--- config.mk ---
export PLATFORM = sky130hd
export DESIGN_NAME = mem_burst_writer
export DESIGN_NICKNAME = d
export VERILOG_FILES = /design/src/rtl/mem_burst_writer.sv
export SDC_FILE = /design/constraint.sdc
export NUM_CORES = 1
export LEC_CHECK = 0
export ABC_AREA = 1
export CAP_MARGIN = 5
export CORE_MARGIN = 3
export CORE_UTILIZATION = 48
export DETAILED_ROUTE_END_ITERATION = 16
export GPL_ROUTABILITY_DRIVEN = 0
export PLACE_DENSITY_LB_ADDON = 0.12
export SYNTH_ARGS = -nofsm -noshare
export SYNTH_HDL_FRONTEND = slang
export SYNTH_SLANG_ARGS = --single-unit
--- constraint.sdc ---
create_clock -name clk -period 5 [get_ports clk]
set_clock_uncertainty 0.1 [all_clocks]
set_input_delay 1.5 -clock clk [delete_from_list [all_inputs] [get_ports clk]]
set_output_delay 1.5 -clock clk [all_outputs]
set_load 0.02 [all_outputs]
--- src/rtl/mem_burst_writer.sv ---
// Burst write sequencer for a 2^AW x DW sync-write / comb-read memory: writes a
// streamed burst at base..base+len-1 (mod 2^AW), then reads it back and compares XOR checksums.
module mem_burst_writer #(
    parameter int AW = 6,
    parameter int DW = 4
) (
    input  logic          clk,
    input  logic          rst,
    input  logic          start,
    input  logic [AW-1:0] base_addr,
    input  logic [AW:0]   len,
    input  logic          in_valid,
    input  logic [DW-1:0] in_data,
    output logic          in_ready,
    output logic          mem_we,
    output logic [AW-1:0] mem_addr,
    output logic [DW-1:0] mem_din,
    input  logic [DW-1:0] mem_q,
    output logic          busy,
    output logic          done,
    output logic          err
);

    typedef enum logic [1:0] {IDLE, WRITE, VERIFY, DONE} state_t;

    localparam logic [AW:0] MAX_LEN = {1'b1, {AW{1'b0}}};
    localparam logic [AW:0] ONE     = {{AW{1'b0}}, 1'b1};

    state_t        state, state_nxt;
    logic [AW-1:0] base_r;
    logic [AW:0]   len_r;
    logic [AW:0]   cnt;
    logic [DW-1:0] wchk;
    logic [DW-1:0] rchk;
    logic          err_r;

    logic          len_legal;
    logic          last;
    logic [AW-1:0] addr_cur;

    assign len_legal = (len != '0) && (len <= MAX_LEN);
    assign last      = (cnt == (len_r - ONE));
    // Truncation to AW bits gives the modulo-2^AW wrap.
    assign addr_cur  = base_r + cnt[AW-1:0];
    assign err       = err_r;

    always_ff @(posedge clk) begin
        if (rst) begin
            state <= IDLE;
            cnt   <= '0;
            wchk  <= '0;
            rchk  <= '0;
            err_r <= 1'b0;
        end else begin
            state <= state_nxt;
            case (state)
                IDLE: begin
                    if (start) begin
                        if (len_legal) begin
                            base_r <= base_addr;
                            len_r  <= len;
                            cnt    <= '0;
                            wchk   <= '0;
                            rchk   <= '0;
                            err_r  <= 1'b0;
                        end else begin
                            err_r  <= 1'b1;
                        end
                    end
                end
                WRITE: begin
                    if (in_valid) begin
                        wchk <= wchk ^ in_data;
                        cnt  <= last ? '0 : cnt + ONE;
                    end
                end
                VERIFY: begin
                    rchk <= rchk ^ mem_q;
                    if (last) begin
                        cnt   <= '0;
                        // Fold in this cycle's read so the final checksum is compared.
                        err_r <= ((rchk ^ mem_q) != wchk);
                    end else begin
                        cnt   <= cnt + ONE;
                    end
                end
                default: ;
            endcase
        end
    end

    always_comb begin
        state_nxt = state;
        in_ready  = 1'b0;
        mem_we    = 1'b0;
        mem_addr  = '0;
        mem_din   = '0;
        busy      = 1'b0;
        done      = 1'b0;
        case (state)
            IDLE: begin
                if (start) state_nxt = len_legal ? WRITE : DONE;
            end
            WRITE: begin
                busy     = 1'b1;
                in_ready = 1'b1;
                mem_we   = in_valid;
                mem_addr = addr_cur;
                mem_din  = in_data;
                if (in_valid && last) state_nxt = VERIFY;
            end
            VERIFY: begin
                busy     = 1'b1;
                mem_addr = addr_cur;
                if (last) state_nxt = DONE;
            end
            DONE: begin
                done      = 1'b1;
                state_nxt = IDLE;
            end
            default: state_nxt = IDLE;
        endcase
    end

endmodule

== Yosys cells after proc, flatten, opt, wreduce, memory -nomap -nowiden ==
Cells that the tools add are included.
Widths: inputs -> output; s select.
Cells by class
  div/mod/pow operators: 0
  shift-type cells: 0
  bitwise operators: 3
  $add $sub $neg: 3
  reduce and logical (&&, ||, !) cells: 14
  multiplexer cells: 25
  equality and inequality tests: 10
  order comparisons: 1
  multipliers: 0
Operators with widths (number)
  $mux 7: 4
  $pmux 7 s3: 1
  $mux 4: 4
  $pmux 4 s2: 2
  $reduce_and 4->1: 3
  $ne 2x2->1 const B: 5
  $reduce_and 3->1: 3
  $mux 2: 4
  $pmux 2 s4: 1
  $xor 4x4->4: 2
  $add 7x1->7 const B: 1
  $eq 7x7->1: 1
  $le 7x7->1 const B: 1
  $mux 1: 7
  $reduce_bool 7->1: 1
  $sub 7x1->7 const B: 1
  $add 6x6->6: 1
  $mux 6: 1
  $eq 2x2->1 const B: 2
  $ne 4x4->1: 1
  $reduce_bool 2->1: 2
  $reduce_bool 3->1: 1
  $eq 2x1->1 const B: 1
  $logic_and 1x1->1: 2
  other kinds (4): 4
Storage, ports and cells
  memory bits (writable): 0
  bits in registers: 31
  word-level logic and storage cells: 63
  bits in latches: 0
  input port bits: 25
  memories kept: 0
  bits in read-only memories: 0

== Logic depth before layout (Yosys ltp) ==
  depth in word-level cells: 5
  gate-level depth with buffers: 13

== Least setup slack after synthesis ==
Ideal clock, no wire load.
  path type: input to output
  from: input in_data[0]
  to: output mem_din[0]
  stages on the path: 2
  data required time: 3.400 ns
  path slack: 1.723 ns
  arrival: 1.677 ns
  path through: nand2_1 > inv_1
Between the ends
  cells in the longest elaborated chain, start to end: 1
Ends and longest elaborated chain
  start, declared: RTL line 13  | input logic [DW-1:0] in_data,
  $mux 4: RTL line 100  | case (state)
  end, declared: RTL line 17  | output logic [DW-1:0] mem_din,
Every way passes these cells.

== Final worst setup path ==
  from: input in_valid
  to: output mem_we
Between the ends
  cells in the longest elaborated chain, start to end: 1
Ends and longest elaborated chain
  start, declared: RTL line 12  | input logic in_valid,
  $mux 1: RTL line 100
  end, declared: RTL line 15  | output logic mem_we,
Every way passes these cells.

==> summary.txt <==
Detailed routing
  – Antenna-violating nets left: 0
  – DRT iter0 DRCs: between 90 and 100
  – Routed len/inst: 11.3 µm
  – WL final: 4250 µm
  – Drc violations: 0
  – Vias: approximately 1,900
  – Vias/cell: 4.96
  – DRT Pass-1 Iters: 4

Power
  – P_sw: 0.000455 W
  – Maximum VDD drop: 0.260 mV
  – Clock power share: 0.166
  – Power per cell area: about 420 nW/µm²
  – Switch share: 0.420
  – Sequential power share: 0.309
  – Comb power frac: 0.525
  – Int Power: 0.000628 W
  – Leak pwr: between 1 and 1.5 nW

Die
  – CORE AREA: just over 4000 µm²
  – Starting Density: 0.505
  – Std-Cell Rows: 23
  – # IOs: 40
  – Die Y: between 70 and 80 µm
  – Horiz. Die Dim: 71.4 µm
  – DIE AREA: 5090 µm²

Min path
  – Hold path depth: 2
  – Hold WC Path Type: register to register

Logic synthesis
  – Avg Cell Area, Syn: roughly 7.3 µm²
  – Mapped Area: 2050 µm²
  – Synth Instances: 282
  – Warnings, synthesis: 0
  – Synth cell types: 30
  – Register bit total from synthesis: 31
  – Register area share after synthesis: 0.366
  – Syn Nets: 319

Critical path
  – R2r worst-path depth: 12
  – CP Cell Sequence: clkdlybuf4s50_1 > nand2_1 > inv_1 > clkdlybuf4s50_1
  – CP bufs+invs: 3
  – CP max stage cell: clkdlybuf4s50_1
  – Crit path max fanout: 2
  – CP Launch Type: input pin
  – CP dominant cell by count: clkdlybuf4s50_1
  – Critical Path RT: 3.40 ns
  – Worst Setup Path Type: input pin to primary output
  – Crit path DAT: 2.75 ns
  – Crit path max-delay family: buffers and inverters
  – WP depth: 4
  – CP max stage delay: 0.60 ns
  – Setup crit end kind: primary output

Clock tree
  – Worst-path clk slew: about 0.06 ns
  – H-tree depth: 2
  – Cts hold-fix bufs: 0
  – Clock buffer depth: 2
  – Setup Fix Bufs, Post-CTS: 0
  – CTS tree: done
  – Cts bufs inserted: 5
  – Clk root buf: clkbuf_8
  – Clock sinks: 31
  – Post-CTS Resized: 0
  – Clock latency on the worst-skew pair: around 0.28 ns

Timing
  – Max-Slew Margin vs Limit: 0.741
  – Min Tclk post-route: 4.35 ns
  – RSZ-0062 raised after global routing: false
  – Slew Viols, Final: 0
  – Setup TNS: 0 ns
  – Worst-Margin Slew: 0.389 ns
  – Period utilization: 0.871
  – Endpoints failing hold: 0
  – Endpoints failing setup: 0
  – Max Fclk: 230 MHz
  – Min Hold Slack: 0.390 ns

Job
  – Maxcap violations: 0

GRT
  – Gr usage total: 0.186
  – Vias in the first global route: 1,730
  – First-pass GRT wire length: around 7600 µm
  – Initial antenna violation count: 0
  – Overflow after GRT: 0
  – Largest net degree at the start of global routing: 14

Cells and area
  – Filler cell count: 378
  – Seq. cell area: 751 µm²
  – Share of cells above drive strength 1: 0.0642
  – ANT cells: 0
  – Area of the multi-input gates: 1110 µm²
  – Area grow syn2layout: 25.8%
  – Layout net count: 364

Place
  – HPWL after detailed placement: ~3500 µm
  – Port Buffer Count: 39

Outcome
  – Status: completed
==> per-layer routing <==
metal	wire, µm	up-vias	track usage
met5	0	-	0
met4	40	0	0.0459
met3	200	5	0.0435
met2	2090	36	0.308
met1	1920	835	0.246
li1	-	995	-
==> layout make-up <==
class / instances / share of cell area
Sequential cell: 31 / 0.291
Clock inverter: 2 / 0.00339
Timing Repair Buffer: 40 / 0.154
Clock buffer: 5 / 0.0267
Inverter: 46 / 0.0689
Tap cell: 50 / 0.0242
Multi-Input combinational cell: 203 / 0.432
==> flip-flops by register name (all words and copies together), names as in the netlist <==
name / flops
rchk: 4
state: 2
base_r: 6
err: 1
len_r: 7
cnt: 7
wchk: 4
==> worst min-delay path: stages (launching register included) <==
cell and delay [ns]:
dfxtp_1 0.33, a21oi_1 0.04, nor2_1 0.08
==> cell usage in the layout, fill, tap and decap left out, types with 3 or more instances in the layout <==
cell type        count
a21oi_1             12
clkbuf_8             5
clkdlybuf4s50_1     39
dfxtp_1             18
edfxtp_1            13
ha_1                11
inv_1               42
nand2_1             69
nand3_1             24
nand4_1              3
nor2_1              32
nor3_1               7
nor3b_1              4
o21ai_0             15
xnor2_1              6
xor2_1               6
==> cells by family (layout without fill, tap and decap cells) <==
| family | Yosys count | count (layout) | share of synthesized area |
|---|---|---|---|
| AOI/OAI and AO/OA | 32 | 32 | 0.0927 |
| adders and majority gates | 12 | 12 | 0.0769 |
| DFF | 31 | 31 | 0.366 |
| buffers and inverters | 48 | 93 | 0.0909 |
| xor gates and xnor gates | 13 | 13 | 0.0592 |
| and+or+nand+nor | 146 | 146 | 0.314 |
==> power groups by stage <==
stage	Clock (W)	Combinational [W]	Sequential [W]
final	0.000179	0.000568	0.000335
after global routing	0.000194	0.000642	0.000340
after CTS	0.000185	0.000575	0.000335
after detailed placement	0	0.000574	0.000340
after global placement	0	0.000565	0.000339
after floorplan	0	0.000397	0.000336
==> synth_stat cells <==
| library cell | instances | area share |
|---|---|---|
| a21oi_1 | 12 | 0.029 |
| clkbuf_1 | 1 | 0.0018 |
| clkbuf_2 | 1 | 0.0024 |
| clkinv_1 | 1 | 0.0018 |
| dfxtp_1 | 18 | 0.18 |
| edfxtp_1 | 13 | 0.19 |
| fa_1 | 1 | 0.0098 |
| ha_1 | 11 | 0.067 |
| inv_1 | 42 | 0.077 |
| inv_2 | 1 | 0.0018 |
| inv_4 | 2 | 0.0061 |
| nand2_1 | 69 | 0.13 |
| nand2_2 | 2 | 0.0061 |
| nand2_8 | 1 | 0.0098 |
| nand3_1 | 24 | 0.059 |
| nand3b_1 | 1 | 0.0037 |
| nand4_1 | 3 | 0.0092 |
| nor2_1 | 32 | 0.059 |
| nor2_2 | 2 | 0.0061 |
| nor3_1 | 7 | 0.017 |
| nor3b_1 | 4 | 0.015 |
| o211a_1 | 1 | 0.0049 |
| o21ai_0 | 15 | 0.037 |
| o21ai_2 | 2 | 0.0085 |
| o21ai_4 | 1 | 0.0079 |
| o21bai_2 | 1 | 0.0055 |
| or2_4 | 1 | 0.0043 |
| xnor2_1 | 6 | 0.026 |
| xor2_1 | 6 | 0.026 |
| xor2_2 | 1 | 0.0079 |
==> per-stage QoR <==
stage	setup WS [ns]	util	area (µm²)	instances	total power (W)
floorplan	1.72	-	2050	282	0.000733
global placement	0.653	0.617	2500	370	0.000904
detailed placement	0.635	0.617	2500	370	0.000914
CTS	0.635	0.636	2580	377	0.00109
global route	0.609	0.636	2580	377	0.00118
finish	0.646	0.636	2580	377	0.00108
==> path summary, 6_finish.rpt <==
| check | startpoint | end | slack, ns |
|---|---|---|---|
| setup / recovery | in_valid | mem_we | 0.65 |
| hold / removal | err | err | 0.39 |
| setup reg to reg | len_r[0] | cnt[2] | 3.00 |
| hold reg to reg | err | err | 0.39 |
No activity file was read; power rests on OpenSTA's default activity.
